<file path="src/rtl/reset_release_sequencer_if.sv">
// Control/status bundle between the reset-release sequencer and its surroundings.
// The sequencer attaches through the slave modport; the driver of its inputs uses master.
interface reset_release_sequencer_if #(
    parameter int NUM_DOMAINS = 4
);
    logic                   PLL_LOCK;
    logic                   INIT_DONE;
    logic                   SW_RST_REQ;
    logic [NUM_DOMAINS-1:0] DOMAIN_READY;
    logic [NUM_DOMAINS-1:0] DOMAIN_RESET_N;
    logic                   SEQ_DONE;
    logic                   SEQ_FAULT;
    logic [2:0]             FAULT_DOMAIN;
    logic [2:0]             STAGE;

    modport master (
        output PLL_LOCK, INIT_DONE, SW_RST_REQ, DOMAIN_READY,
        input  DOMAIN_RESET_N, SEQ_DONE, SEQ_FAULT, FAULT_DOMAIN, STAGE
    );

    modport slave (
        input  PLL_LOCK, INIT_DONE, SW_RST_REQ, DOMAIN_READY,
        output DOMAIN_RESET_N, SEQ_DONE, SEQ_FAULT, FAULT_DOMAIN, STAGE
    );
endinterface

</file>
<file path="src/rtl/reset_release_sequencer.sv">
// Releases NUM_DOMAINS domain resets one at a time after PLL lock and init, with ack timeout.
// Optional macro RESET_SEQ_LOCK_LOSS_EN: loss of PLL lock after HOLD restarts the sequence.
module reset_release_sequencer #(
    parameter int NUM_DOMAINS   = 4,
    parameter int SETTLE_CYCLES = 16,
    parameter int READY_TIMEOUT = 1024,
    parameter int CNT_W         = 16
) (
    input logic                       CLK,
    input logic                       EXT_RST_N,
    reset_release_sequencer_if.slave  bus
);
    localparam int IDX_W = (NUM_DOMAINS > 1) ? $clog2(NUM_DOMAINS) : 1;
    localparam logic [2:0]       LAST_STAGE = 3'(NUM_DOMAINS - 1);
    localparam logic [CNT_W-1:0] SETTLE_END = CNT_W'(SETTLE_CYCLES - 1);
    localparam logic [CNT_W-1:0] TIMEOUT_END = CNT_W'(READY_TIMEOUT - 1);

    typedef enum logic [2:0] {
        S_HOLD,
        S_SETTLE,
        S_WAIT_ACK,
        S_DONE,
        S_FAULT
    } state_t;

    logic [NUM_DOMAINS+1:0] raw_in;
    logic [NUM_DOMAINS+1:0] meta_reg;
    logic [NUM_DOMAINS+1:0] sync_reg;
    logic                   pll_sync;
    logic                   init_sync;
    logic [NUM_DOMAINS-1:0] ready_sync;

    state_t                 state_reg, state_next;
    logic [CNT_W-1:0]       cnt_reg, cnt_next, cnt_sat;
    logic [2:0]             stage_reg, stage_next;
    logic [NUM_DOMAINS-1:0] rst_n_reg, rst_n_next;
    logic                   done_reg, done_next;
    logic                   fault_reg, fault_next;
    logic [2:0]             fdom_reg, fdom_next;
    logic [IDX_W-1:0]       stage_idx;
    logic                   lock_lost;

    assign raw_in     = {bus.PLL_LOCK, bus.INIT_DONE, bus.DOMAIN_READY};
    assign pll_sync   = sync_reg[NUM_DOMAINS+1];
    assign init_sync  = sync_reg[NUM_DOMAINS];
    assign ready_sync = sync_reg[NUM_DOMAINS-1:0];

    always_ff @(posedge CLK or negedge EXT_RST_N) begin
        if (!EXT_RST_N) begin
            meta_reg <= '0;
            sync_reg <= '0;
        end else begin
            meta_reg <= raw_in;
            sync_reg <= meta_reg;
        end
    end

    // STAGE never exceeds NUM_DOMAINS-1, so the low bits are a safe domain index.
    assign stage_idx = stage_reg[IDX_W-1:0];
    assign cnt_sat   = (cnt_reg == {CNT_W{1'b1}}) ? cnt_reg : cnt_reg + CNT_W'(1);

`ifdef RESET_SEQ_LOCK_LOSS_EN
    assign lock_lost = !pll_sync &&
                       (state_reg == S_SETTLE || state_reg == S_WAIT_ACK || state_reg == S_DONE);
`else
    assign lock_lost = 1'b0;
`endif

    always_comb begin
        state_next = state_reg;
        cnt_next   = cnt_reg;
        stage_next = stage_reg;
        rst_n_next = rst_n_reg;
        done_next  = done_reg;
        fault_next = fault_reg;
        fdom_next  = fdom_reg;

        if (bus.SW_RST_REQ) begin
            state_next = S_HOLD;
            cnt_next   = '0;
            stage_next = '0;
            rst_n_next = '0;
            done_next  = 1'b0;
            if (state_reg == S_DONE || state_reg == S_FAULT) begin
                fault_next = 1'b0;
                fdom_next  = '0;
            end
        end else if (lock_lost) begin
            state_next = S_HOLD;
            cnt_next   = '0;
            stage_next = '0;
            rst_n_next = '0;
            done_next  = 1'b0;
        end else begin
            case (state_reg)
                S_HOLD: begin
                    cnt_next   = '0;
                    stage_next = '0;
                    rst_n_next = '0;
                    if (pll_sync && init_sync) begin
                        state_next = S_SETTLE;
                    end
                end
                S_SETTLE: begin
                    if (cnt_reg == SETTLE_END) begin
                        rst_n_next[stage_idx] = 1'b1;
                        cnt_next   = '0;
                        state_next = S_WAIT_ACK;
                    end else begin
                        cnt_next = cnt_sat;
                    end
                end
                S_WAIT_ACK: begin
                    // An ack arriving on the timeout cycle wins over the timeout.
                    if (ready_sync[stage_idx]) begin
                        if (stage_reg == LAST_STAGE) begin
                            state_next = S_DONE;
                            done_next  = 1'b1;
                        end else begin
                            stage_next = stage_reg + 3'd1;
                            cnt_next   = '0;
                            state_next = S_SETTLE;
                        end
                    end else if (cnt_reg == TIMEOUT_END) begin
                        state_next            = S_FAULT;
                        fault_next            = 1'b1;
                        fdom_next             = stage_reg;
                        rst_n_next[stage_idx] = 1'b0;
                    end else begin
                        cnt_next = cnt_sat;
                    end
                end
                S_DONE, S_FAULT: begin
                    state_next = state_reg;
                end
                default: begin
                    state_next = S_HOLD;
                end
            endcase
        end
    end

    always_ff @(posedge CLK or negedge EXT_RST_N) begin
        if (!EXT_RST_N) begin
            state_reg <= S_HOLD;
            cnt_reg   <= '0;
            stage_reg <= '0;
            rst_n_reg <= '0;
            done_reg  <= 1'b0;
            fault_reg <= 1'b0;
            fdom_reg  <= '0;
        end else begin
            state_reg <= state_next;
            cnt_reg   <= cnt_next;
            stage_reg <= stage_next;
            rst_n_reg <= rst_n_next;
            done_reg  <= done_next;
            fault_reg <= fault_next;
            fdom_reg  <= fdom_next;
        end
    end

    assign bus.DOMAIN_RESET_N = rst_n_reg;
    assign bus.SEQ_DONE       = done_reg;
    assign bus.SEQ_FAULT      = fault_reg;
    assign bus.FAULT_DOMAIN   = fdom_reg;
    assign bus.STAGE          = stage_reg;
endmodule

</file>
<file path="src/flat_wrapper.sv">
// flat-port wrapper written by rule: the top's interface ports become plain ports
module reset_release_sequencer_flat 
#(
    parameter int NUM_DOMAINS   = 4,
    parameter int SETTLE_CYCLES = 16,
    parameter int READY_TIMEOUT = 1024,
    parameter int CNT_W         = 16
)
  (CLK, EXT_RST_N, bus_PLL_LOCK, bus_INIT_DONE, bus_SW_RST_REQ, bus_DOMAIN_READY, bus_DOMAIN_RESET_N, bus_SEQ_DONE, bus_SEQ_FAULT, bus_FAULT_DOMAIN, bus_STAGE);
  reset_release_sequencer_if #(.NUM_DOMAINS(NUM_DOMAINS)) bus_i ();
  input logic CLK;
  input logic EXT_RST_N;
  input wire logic [$bits(bus_i.PLL_LOCK)-1:0] bus_PLL_LOCK;
  input wire logic [$bits(bus_i.INIT_DONE)-1:0] bus_INIT_DONE;
  input wire logic [$bits(bus_i.SW_RST_REQ)-1:0] bus_SW_RST_REQ;
  input wire logic [$bits(bus_i.DOMAIN_READY)-1:0] bus_DOMAIN_READY;
  output wire logic [$bits(bus_i.DOMAIN_RESET_N)-1:0] bus_DOMAIN_RESET_N;
  output wire logic [$bits(bus_i.SEQ_DONE)-1:0] bus_SEQ_DONE;
  output wire logic [$bits(bus_i.SEQ_FAULT)-1:0] bus_SEQ_FAULT;
  output wire logic [$bits(bus_i.FAULT_DOMAIN)-1:0] bus_FAULT_DOMAIN;
  output wire logic [$bits(bus_i.STAGE)-1:0] bus_STAGE;
  assign bus_i.PLL_LOCK = bus_PLL_LOCK;
  assign bus_i.INIT_DONE = bus_INIT_DONE;
  assign bus_i.SW_RST_REQ = bus_SW_RST_REQ;
  assign bus_i.DOMAIN_READY = bus_DOMAIN_READY;
  assign bus_DOMAIN_RESET_N = bus_i.DOMAIN_RESET_N;
  assign bus_SEQ_DONE = bus_i.SEQ_DONE;
  assign bus_SEQ_FAULT = bus_i.SEQ_FAULT;
  assign bus_FAULT_DOMAIN = bus_i.FAULT_DOMAIN;
  assign bus_STAGE = bus_i.STAGE;
  reset_release_sequencer #(.NUM_DOMAINS(NUM_DOMAINS), .SETTLE_CYCLES(SETTLE_CYCLES), .READY_TIMEOUT(READY_TIMEOUT), .CNT_W(CNT_W)) u_core (.CLK(CLK), .EXT_RST_N(EXT_RST_N), .bus(bus_i));
endmodule
</file>
<file path="config.mk">
export PLATFORM = sky130hd
export DESIGN_NAME = reset_release_sequencer_flat
export DESIGN_NICKNAME = d
export VERILOG_FILES = /design/src/rtl/reset_release_sequencer_if.sv /design/src/rtl/reset_release_sequencer.sv /design/src/flat_wrapper.sv
export SDC_FILE = /design/constraint.sdc
export NUM_CORES = 1
export LEC_CHECK = 0
export CORE_MARGIN = 2
export CORE_UTILIZATION = 51
export CTS_BUF_LIST = sky130_fd_sc_hd__clkbuf_8
export DETAILED_ROUTE_END_ITERATION = 6
export PLACE_DENSITY = 0.81
export SYNTH_ARGS = -nofsm -noshare
export SYNTH_HDL_FRONTEND = slang
export SYNTH_SLANG_ARGS = --single-unit
</file>
<file path="constraint.sdc">
create_clock -name CLK -period 3.33 [get_ports CLK]
set_clock_uncertainty 0.2 [all_clocks]
set_input_delay 0.333 -clock CLK [delete_from_list [all_inputs] [get_ports CLK]]
set_output_delay 0.333 -clock CLK [all_outputs]
set_load 0.03 [all_outputs]
</file>
== After elaboration in Yosys (flattened, before gate mapping) ==
Index checks and enable logic that the tools add are counted.
Widths: inputs -> output; s select.
Word-level totals
  bits in registers: 43
  bits of input ports: 9
  output and inout bits: 12
  logic and storage cells: 94
Cells by class
  $add $sub $neg: 2
  magnitude comparators: 2
  equal/unequal tests: 20
  muxes and demuxes: 41
  bitwise logic cells: 3
  reduce and logical (&&, ||, !) cells: 17
Operators by type and width (number)
  $mux 16: 6
  $pmux 16 s3: 1
  $mux 3: 13
  $add 16x1->16 const B: 1
  $eq 16x10->1 const B: 1
  $eq 16x16->1 const B: 1
  $eq 16x4->1 const B: 1
  $mux 4: 4
  $ne 3x2->1 const B: 4
  $pmux 3 s4: 1
  $pmux 4 s3: 1
  $reduce_and 4->1: 3
  $mux 1: 11
  $eq 3x2->1 const B: 3
  $reduce_and 3->1: 3
  $reduce_bool 2->1: 4
  $ne 3x3->1 const B: 2
  $pmux 3 s2: 1
  $and 4x4->4: 1
  $ne 2x2->1 const B: 2
  $ne 4x2->1 const B: 1
  $ne 4x3->1 const B: 1
  $ne 4x4->1 const B: 1
  $not 4->4: 1
  16 further kinds: 17

== Logic depth before layout (Yosys ltp) ==
Gate-level depths: netlist (run 1).
  depth after elaboration: 10
  depth in mapped cells: 8
  gate-level depth less buffers: 7

== Worst setup path after synthesis (run 1) ==
Ideal clock, no wire load.
  path kind: register -> register
  start point: register u_core.stage_reg[0] (netlist: u_core.bus.STAGE[0])
  end point: register u_core.cnt_reg[3]
  setup time: 0.118 ns
  arrival time: 2.358 ns
  setup slack: 0.654 ns
  cell stages (with the launch flop): 7
  path buffers: 1
  period minus slack after synthesis: 2.676 ns
  path through: dfrtp_1 -> mux4_2 -> a222oi_1 -> o31a_1 -> buf_4 -> o21ai_0 -> a21o_1
On the way
  longest elaborated chain between the ends: 5
RTL lines
  start: declaration: RTL line reset_release_sequencer.sv:35  | logic [2:0] stage_reg, stage_next;
  start signal: assignment: RTL line reset_release_sequencer.sv:155  | stage_reg <= stage_next;
  $bmux 1 s2: RTL line reset_release_sequencer.sv:115  | if (ready_sync[stage_idx]) begin
  $mux 1 (not written as such): RTL line reset_release_sequencer.sv:115
  $mux 16: RTL line reset_release_sequencer.sv:115
  $pmux 16 s3: RTL line reset_release_sequencer.sv:95  | case (state_reg)
  $mux 16: RTL line reset_release_sequencer.sv:78  | if (bus.SW_RST_REQ) begin
  end signal: assignment: RTL line reset_release_sequencer.sv:154  | cnt_reg <= cnt_next;
  end: declaration: RTL line reset_release_sequencer.sv:34  | logic [CNT_W-1:0] cnt_reg, cnt_next, cnt_sat;
Parallel ways exist; a longest one is shown, timed or not. The select of a mux whose other input is x is not followed.
A chain may end at the register's enable or synchronous reset.

== Final worst setup path (run 1) ==
  start point: register u_core.cnt_reg[11]
  end point: register u_core.state_reg[0]
On the way
  longest elaborated chain between the ends: 3
RTL lines
  $eq 16x10->1 or $eq 16x4->1 (tied branches): RTL line reset_release_sequencer.sv:124, reset_release_sequencer.sv:105
  $ne 4x2->1 (no line) or $ne 3x2->1 (tied branches)
  $reduce_and 4->1 (no line) *
  end signal: assignment: RTL line reset_release_sequencer.sv:153  | state_reg <= state_next;
  end: declaration: RTL line reset_release_sequencer.sv:33  | state_t state_reg, state_next;
Mark *: on every way between the ends. The rest lies on a longest branch, timed or not.

==> run_results.csv, run 1 <==
group,metric,value,unit
outcome,status,"finished clean",
setup_path,crit_type,"reg -> reg",
synthesis,ys_seq_elements,43,
finish,final_cell_mix,"dfrtp_1 (43), clkdlybuf4s50_1 (19), o21ai_0 (17)",
timing,setup_violations,0,
power,p_leak,1.11,nW
setup_path,slowest_delay,0.50,ns
placement,place_area,0.00243,mm^2
power,peakVddDrop,0.000391,V
finish,layout_commonest_cell,"dfrtp_1",
grt,grt_antenna_before_repair,0,
run,maxCapViolCount,0,
synthesis,ys_seq_area_frac,0.497,
power,pwr-share-comb,0.244,
placement,place_congestion,0.988,
power,p_int,0.922,mW
grt,grt_overflow,0,
die,coreArea,0.00403,mm^2
synthesis,synthArstFlopShare,1.00,
synthesis,netlist_instances,211,
detailed_routing,vias,1745,
clock_tree,post_cts_resized,0,
clock_tree,cts_root_buf,"clkbuf_8",
synthesis,syn_area,0.00216,mm^2
finish,final_nets,253,
placement,hpwlAfterDp,3300,um
finish,drive_above_1_share,0.0879,
synthesis,synth_flop_cell,"dfrtp_1",
die,row_count,23,
power,switching_share,0.318,
clock_tree,htree_levels,2,
clock_tree,cts_tree,"built",
finish,area_growth,18.2,%
setup_path,crit_required,3.32,ns
setup_path,cp.arrival,2.67,ns
die,dieArea,0.00478,mm^2
die,die-width,69.1,um
finish,design_area,0.00256,mm^2
clock_tree,clock_path_buffers,2,
setup_path,crit_chain,"or4_1 > or3_1 > or3_4 > a21oi_4 > mux2_1",
timing,finalCritPeriodShare,0.804,
worst_hold_path,min_path_type,"reg -> reg",
power,p_seq_frac,0.445,
synthesis,synthesis.nets,226,
finish,largest_register_ffs,16,
synthesis,avgSynthCellArea,10.3,um^2
setup_path,cp-start-kind,"register",
detailed_routing,drc,0,
die,die_h,69.1,um
detailed_routing,wl_per_cell,16.0,um
detailed_routing,wl,4640,um
timing,slew_violations,0,
clock_tree,cts_made_buffers,5,
clock_tree,cts_sinks,43,
finish,antenna_cells,0,
power,pwr-share-clk,0.312,
timing,fin_crit,2.68,ns
grt,grt_max_degree,44,
timing,worst_slew_pin_slew,0.918,ns
setup_path,endpoint_kind,"register",
timing,slew_headroom,0.388,
clock_tree,clk_latency,0.31,ns
timing,rsz0062_at_grt,"no",
detailed_routing,dr.pass1.iters,5,
clock_tree,cts.clk_slew.worst_paths,0.09,ns
synthesis,synth_edf_count,0,
grt,grt_pass1_vias,1608,
clock_tree,postCtsSetupBuffers,0,
synthesis,synth_cell_types,47,
timing,finalSetupTns,0,ns
setup_path,worst-path-max-fanout,8,
grt,grt_usage,0.202,
placement,port_buffers,20,
grt,grt_pass1_wl,7740,um
detailed_routing,routed_via_density,6.04,
timing,hold_violations,0,
clock_tree,hold_buffers,1,
setup_path,critPathSlowestCell,"or4_1",
die,io_pins,21,
power,power.switching,0.429,mW
synthesis,yosys_warnings,0,
detailed_routing,antenna_left,0,
detailed_routing,first_iter_violations,208,
power,power,1.35,mW
die,start_util,0.537,
timing,max_freq,0.374,GHz
power,pwr_density_cell,528,mW/mm^2
final cells by class:
class | instances | area [um^2]
inverters | 12 | 45.0
fillers | 320 | 1470
flip-flops and latches | 43 | 1080
clock buffers | 5 | 68.8
repair buffers | 27 | 250
multi-input cells | 149 | 1010
clock inverters | 3 | 47.5
well taps | 50 | 62.6
worst paths after layout:
kind                            slack (ns)                          to  cells past startpoint               start
max in group asynchronous             1.85         u_core.state_reg[0]                      2           EXT_RST_N
worst min-delay path                  0.15          u_core.sync_reg[5]                      0  u_core.meta_reg[5]
worst min register to register        0.15          u_core.sync_reg[5]                      0  u_core.meta_reg[5]
worst max-delay path                  0.65         u_core.state_reg[0]                      5  u_core.cnt_reg[11]
worst max register to register        0.65         u_core.state_reg[0]                      5  u_core.cnt_reg[11]
min in group asynchronous             0.50  u_core.bus.FAULT_DOMAIN[1]                      2           EXT_RST_N
cells by family (layout without fill, tap and decap cells):
| kind of cell | Yosys count | after routing | share of synthesized area |
|---|---|---|---|
| and+or+nand+nor | 70 | 70 | 0.182 |
| AOI/OAI and AO/OA | 67 | 67 | 0.215 |
| DFF | 43 | 43 | 0.497 |
| buffers and inverters | 19 | 47 | 0.0376 |
| adders and majority gates | 6 | 6 | 0.0347 |
| muxes | 6 | 6 | 0.0341 |
metal layers:
metal  track usage  routed length, um  vias to the layer above  share of wire
met2         0.295               2110                       63           0.45
met3        0.0439                308                        7          0.066
met5             0                  0                        -              0
met1         0.294               2130                      826           0.46
li1              -                  -                      849              -
met4        0.0828                 85                        0          0.018
worst max-delay path, delay by kind of cell (launching register included):
| family | cells | cell delay, ns |
|---|---|---|
| flip-flops | 1 | 0.47 |
| multiplexers | 1 | 0.33 |
| AO/OA/AOI/OAI | 1 | 0.19 |
| AND/OR/NAND/NOR | 3 | 1.37 |
power by group through the flow:
stage / Clock, mW / Sequential, mW / Combinational [mW]
3_3_place_gp: 0 / 0.609 / 0.319
4_1_cts: 0.430 / 0.602 / 0.327
6_report: 0.421 / 0.601 / 0.329
2_1_floorplan: 0 / 0.609 / 0.227
3_5_place_dp: 0 / 0.611 / 0.324
5_1_grt: 0.450 / 0.608 / 0.361
synthesized netlist by cell type (all sizes together), types with 2 or more instances:
cell type | n | area (um^2)
a21o | 3 | 22.5
o22a | 3 | 26.3
and3 | 6 | 37.5
nor2b | 3 | 18.8
ha | 6 | 75.1
nor4 | 6 | 43.8
dfrtp | 43 | 1080
a221oi | 4 | 35.0
a22o | 8 | 70.1
nand4b | 2 | 17.5
a211oi | 2 | 15.0
nor2 | 8 | 30.0
and4 | 3 | 26.3
o31a | 2 | 17.5
clkbuf | 3 | 11.3
buf | 4 | 25.0
a21oi | 14 | 81.3
a31oi | 4 | 25.0
nand3 | 9 | 45.0
a21boi | 3 | 22.5
nor3 | 8 | 40.0
inv | 12 | 45.0
or3 | 2 | 17.5
o21ai | 17 | 85.1
mux2i | 4 | 40.0
nand4 | 2 | 12.5
nand2 | 14 | 52.6
stage by stage:
step | setup WS [ns] | std cells | util | hold WS, ns
floorplan | 0.654 | 211 | - | -0.163
global placement | 0.649 | 280 | 0.603 | 0.131
detailed placement | 0.579 | 280 | 0.603 | 0.136
CTS | 0.667 | 289 | 0.634 | 0.156
global route | 0.469 | 289 | 0.634 | 0.164
finish | 0.653 | 289 | 0.634 | 0.152
(Power assumes the default switching activity.)
==> run 2, diff against run 1 <==
==> constraint.sdc (replaced) <==
create_clock -name CLK -period 2.8 [get_ports CLK]
set_clock_uncertainty 0.2 [all_clocks]
set_input_delay 0.28 -clock CLK [delete_from_list [all_inputs] [get_ports CLK]]
set_output_delay 0.28 -clock CLK [all_outputs]
set_load 0.03 [all_outputs]
==> run 2 against run 1 <==
Against the previous run:
- first-iteration DRC count grew 39%
- non-clock buffer count grew 13
- sequential cell count did not move
- clock-buffer cell count stayed put
- sequential power grew 19%
- critical path depth is the same
- worst setup slack worse by 0.53 ns
- combinational power is 26% higher
- cell count increased by 4.5%
- fmax is 0.14% higher
- register-to-register slack worse by 0.53 ns
- clock power increased by 20%
- critical path type unchanged
- largest cell class unchanged
- largest power group unchanged
==> run_results.csv, run 2 (synthesized netlist as in run 1, its figures left out) <==
group,metric,value,unit
detailed_routing,wl,5110,um
setup_path,worst-path-max-fanout,6,
setup_path,r2r_end,"u_core.state_reg[0]",
timing,setup_violations,0,
die,dieArea,0.00478,mm^2
detailed_routing,dr.pass1.iters,5,
finish,largest_register_ffs,16,
timing,slew_headroom,0.372,
setup_path,critPathSlowestCell,"or4_1",
clock_tree,postCtsSetupBuffers,0,
power,pwr_density_cell,618,mW/mm^2
detailed_routing,vias,1871,
die,die_h,69.1,um
die,start_util,0.537,
placement,place_congestion,0.984,
timing,rsz0062_at_grt,"no",
setup_path,r2r-start,"u_core.cnt_reg[14]",
power,switching_share,0.322,
detailed_routing,wl_per_cell,16.9,um
grt,grt_pass1_wl,8310,um
setup_path,crit_required,2.80,ns
detailed_routing,drc,0,
grt,grt_overflow,0,
setup_path,crit_type,"reg -> reg",
timing,slew_violations,0,
timing,worst_slew_pin_slew,0.942,ns
clock_tree,clock_path_buffers,2,
setup_path,cp-start-kind,"register",
grt,grt_usage,0.219,
setup_path,cp.arrival,2.67,ns
finish,nFillCells,321,
finish,final_nets,266,
detailed_routing,first_iter_violations,289,
setup_path,endpoint_kind,"register",
timing,hold_violations,0,
finish,postLayoutCoreUtil,0.659,
finish,area_growth,22.7,%
timing,finalSetupTns,0,ns
clock_tree,cts_tree,"built",
worst_hold_path,hold_end,"u_core.sync_reg[4]",
setup_path,reg2reg_depth,5,
finish,drive_above_1_share,0.139,
power,p_leak,1.17,nW
die,io_pins,21,
finish,multiInputGateArea,0.00101,mm^2
worst_hold_path,min_from,"u_core.meta_reg[4]",
power,pwr-share-comb,0.254,
detailed_routing,routed_via_density,6.20,
timing,max_freq,0.374,GHz
outcome,status,"finished clean",
power,power.switching,0.528,mW
power,p_int,1.11,mW
power,peakVddDrop,0.000348,V
timing,worst_slack,0.127,ns
finish,layout_commonest_cell,"dfrtp_1",
clock_tree,clk_latency,0.31,ns
placement,port_buffers,20,
finish,final-seq-area,0.00108,mm^2
power,p_seq_frac,0.437,
grt,grt_antenna_before_repair,0,
placement,hpwlAfterDp,3650,um
setup_path,rrSetupSlack,0.13,ns
worst_hold_path,min_path_type,"reg -> reg",
grt,grt_pass1_vias,1701,
setup_path,slowest_delay,0.55,ns
clock_tree,htree_levels,2,
timing,finalCritPeriodShare,0.955,
finish,antenna_cells,0,
timing,fin_crit,2.67,ns
worst_hold_path,hold_depth,0,
clock_tree,cts_made_buffers,5,
setup_path,crit_chain,"or4_1 > or3_1 > or3_4 > a21oi_4 > mux2_1",
die,die-width,69.1,um
clock_tree,cts_sinks,43,
clock_tree,cts_root_buf,"clkbuf_8",
power,pwr-share-clk,0.309,
die,coreArea,0.00403,mm^2
grt,grt_max_degree,44,
clock_tree,cts.clk_slew.worst_paths,0.09,ns
run,maxCapViolCount,0,
detailed_routing,antenna_left,0,
placement,place_ws,0.0365,ns
die,row_count,23,
finish,final_cell_mix,"dfrtp_1 (43), clkdlybuf4s50_1 (19), buf_4 (19)",
==> run 2: how the worst max path moves through the flow <==
stage	startpoint	endpoint	slack, ns
after floorplan	u_core.bus.STAGE[0]	u_core.cnt_reg[3]	0.12
after global placement	bus_SW_RST_REQ	u_core.cnt_reg[0]	0.06
after detailed placement	bus_SW_RST_REQ	u_core.cnt_reg[0]	0.04
after CTS	u_core.cnt_reg[14]	u_core.cnt_reg[9]	0.05
after global routing	u_core.cnt_reg[14]	u_core.state_reg[0]	0.04
final	u_core.cnt_reg[14]	u_core.state_reg[0]	0.13
==> run 2: repair_timing <==
item | CTS | global route
hold buffers | 1 | 0
gates resized for setup | 0 | 2
endpoints found under the setup margin | 0 | 11
hold endpoints to repair | 43 | 0
==> run 2: worst max-delay path: cells and delay by family (launching register included) <==
| kind | cells | cell delay, ns |
|---|---|---|
| AO/OA/AOI/OAI | 1 | 0.19 |
| flip-flops | 1 | 0.42 |
| multiplexers | 1 | 0.33 |
| AND/OR/NAND/NOR | 3 | 1.42 |
==> run 2: final cells by class <==
cell class              instances  share of cell area
clock buffers                   5              0.0259
clock inverters                 3              0.0174
well taps                      50              0.0236
repair buffers                 40               0.131
flip-flops and latches         43               0.405
multi-input cells             149               0.380
inverters                      12              0.0170
==> run 2: stage by stage <==
step	instances	hold slack [ns]	instance area, um^2	power, mW
2_1_floorplan	211	-0.216	2160	0.994
3_3_place_gp	293	0.134	2530	1.13
3_5_place_dp	293	0.135	2530	1.14
4_1_cts	302	0.155	2650	1.65
5_1_grt	302	0.161	2650	1.72
6_report	302	0.154	2650	1.64
==> run 2: power groups by stage <==
| stage | registers (mW) | clock network, mW | logic, mW |
|---|---|---|---|
| after floorplan | 0.725 | 0 | 0.269 |
| after global placement | 0.724 | 0 | 0.402 |
| after detailed placement | 0.729 | 0 | 0.408 |
| after CTS | 0.717 | 0.516 | 0.413 |
| after global routing | 0.724 | 0.541 | 0.452 |
| final | 0.717 | 0.507 | 0.416 |
==> run 2: per-layer routing <==
metal,wire (um),track usage,share of wire,vias to the layer above
met2,2390,0.332,0.47,100
met3,403,0.0424,0.079,6
met1,2260,0.320,0.44,889
met5,0,0,0,-
met4,56,0.0675,0.011,0
li1,-,-,-,876
==> run 3, diff against run 2 <==
--- a/config.mk
+++ b/config.mk
@@ -6,10 +6,10 @@
 export NUM_CORES = 1
 export LEC_CHECK = 0
 export CORE_MARGIN = 2
-export CORE_UTILIZATION = 51
+export CORE_UTILIZATION = 55
 export CTS_BUF_LIST = sky130_fd_sc_hd__clkbuf_8
 export DETAILED_ROUTE_END_ITERATION = 6
-export PLACE_DENSITY = 0.81
+export PLACE_DENSITY = 0.86
 export SYNTH_ARGS = -nofsm -noshare
 export SYNTH_HDL_FRONTEND = slang
 export SYNTH_SLANG_ARGS = --single-unit
==> run 3 against run 2 <==
Against the previous run:
- design area decreased by 1.5%
- register-to-register slack got worse by 0.03 ns
- non-clock buffer count decreased by 6
==> run_results.csv, run 3 (synthesized netlist as in run 1, its figures left out) <==
group,metric,value,unit
setup_path,endpoint_kind,"register",
detailed_routing,wl,4940,um
setup_path,r2r-start,"u_core.cnt_reg[14]",
timing,setup_violations,0,
grt,grt_usage,0.250,
timing,slew_headroom,0.388,
power,pwr_density_cell,622,mW/mm^2
setup_path,crit_type,"reg -> reg",
die,coreArea,0.00372,mm^2
setup_path,worst-path-max-fanout,6,
detailed_routing,first_iter_violations,214,
timing,rsz0062_at_grt,"no",
power,peakVddDrop,0.000384,V
clock_tree,htree_levels,2,
power,p_leak,1.15,nW
placement,place_ws,0.0790,ns
clock_tree,clock_path_buffers,2,
detailed_routing,vias,1839,
placement,place_congestion,0.909,
finish,final_nets,260,
die,die_h,66.7,um
finish,antenna_cells,0,
die,dieArea,0.00445,mm^2
die,io_pins,21,
timing,worst_slack,0.0965,ns
finish,area_growth,20.9,%
die,row_count,22,
detailed_routing,routed_via_density,6.26,
finish,layout_commonest_cell,"dfrtp_1",
setup_path,critPathSlowestCell,"or4_1",
timing,hold_slack,0.143,ns
clock_tree,cts_sinks,43,
setup_path,crit_family,"simple AND/OR/NAND/NOR gates",
clock_tree,cts_root_buf,"clkbuf_8",
clock_tree,cts.clk_slew.worst_paths,0.09,ns
grt,grt_max_degree,44,
timing,finalSetupTns,0,ns
finish,multiInputGateArea,0.00101,mm^2
timing,max_freq,0.370,GHz
timing,hold_violations,0,
detailed_routing,dr.pass1.iters,5,
finish,largest_register_ffs,16,
timing,fin_crit,2.70,ns
clock_tree,cts_tree,"built",
setup_path,worstSetupStartpoint,"u_core.cnt_reg[14]",
run,maxCapViolCount,0,
worst_hold_path,min_path_type,"reg -> reg",
setup_path,slowest_delay,0.54,ns
clock_tree,cts_made_buffers,5,
grt,grt_pass1_vias,1693,
detailed_routing,wl_per_cell,16.8,um
clock_tree,clk_latency,0.31,ns
timing,slew_violations,0,
setup_path,reg2reg_depth,5,
placement,port_buffers,20,
detailed_routing,antenna_left,0,
grt,grt_antenna_before_repair,0,
setup_path,cp-start-kind,"register",
detailed_routing,drc,0,
worst_hold_path,min_from,"u_core.meta_reg[0]",
finish,nFillCells,272,
finish,final-seq-area,0.00108,mm^2
outcome,status,"finished clean",
worst_hold_path,hold_depth,0,
setup_path,crit_required,2.79,ns
grt,grt_overflow,0,
finish,drive_above_1_share,0.114,
die,start_util,0.582,
setup_path,cp.arrival,2.70,ns
timing,worst_slew_pin_slew,0.918,ns
placement,hpwlAfterDp,3470,um
timing,finalCritPeriodShare,0.966,
grt,grt_pass1_wl,8220,um
die,die-width,66.7,um
setup_path,worst-path-buf-inv,0,
setup_path,crit_chain,"or4_1 > or3_1 > or3_4 > a21oi_4 > mux2_1",
finish,final_cell_mix,"dfrtp_1 (43), clkdlybuf4s50_1 (19), o21ai_0 (17)",
setup_path,path_depth,5,
-- run 3: changes by cell type in the layout (fill, tap and decap cells not counted) --
cell        change
clkinvlp_4      -1
nor4_2          -1
clkinv_4        +1
o31a_2          -1
nor4_4          +1
buf_4           -6
o31a_1          +1
-- run 3: through the flow --
step | instances | utilization | total power, mW | area, um^2
after floorplan | 211 | - | 0.994 | 2160
after global placement | 284 | 0.665 | 1.11 | 2470
after detailed placement | 284 | 0.665 | 1.13 | 2470
after CTS | 293 | 0.699 | 1.62 | 2600
after global routing | 294 | 0.704 | 1.70 | 2620
final | 294 | 0.704 | 1.63 | 2620
-- run 3: layer usage --
layer / up-vias / share of wire / track usage
li1: 867 / - / -
met1: 886 / 0.43 / 0.335
met2: 75 / 0.49 / 0.393
met3: 11 / 0.062 / 0.0591
met4: 0 / 0.017 / 0.0969
met5: - / 0 / 0
-- run 3: final cells by class --
cell class | count | area share
sequential | 43 | 0.411
tap | 48 | 0.0230
timing repair buffer | 34 | 0.116
inverter | 12 | 0.0172
clock buffer | 5 | 0.0263
clock inverter | 3 | 0.0182
multi-input combinational | 149 | 0.388
-- run 3: timing repair --
action	in CTS	in global routing
setup buffers	0	1
setup endpoints to repair	0	2
resized for setup	0	2
hold buffers	1	0
hold endpoints to repair	43	0
-- run 3: worst paths after layout --
check                                      endpoint  slack, ns
max in group asynchronous       u_core.state_reg[2]       1.38
worst max-delay path            u_core.state_reg[0]        0.1
worst max register to register  u_core.state_reg[0]        0.1
worst min register to register   u_core.sync_reg[0]       0.14
min in group asynchronous       u_core.bus.STAGE[2]       0.44
worst min-delay path             u_core.sync_reg[0]       0.14
-- run 3: where the power goes --
part           internal (mW)  switching [mW]  total (mW)
logic                  0.175           0.237       0.412
clock network          0.270           0.228       0.498
registers              0.662          0.0536       0.715
total                   1.11           0.519        1.63
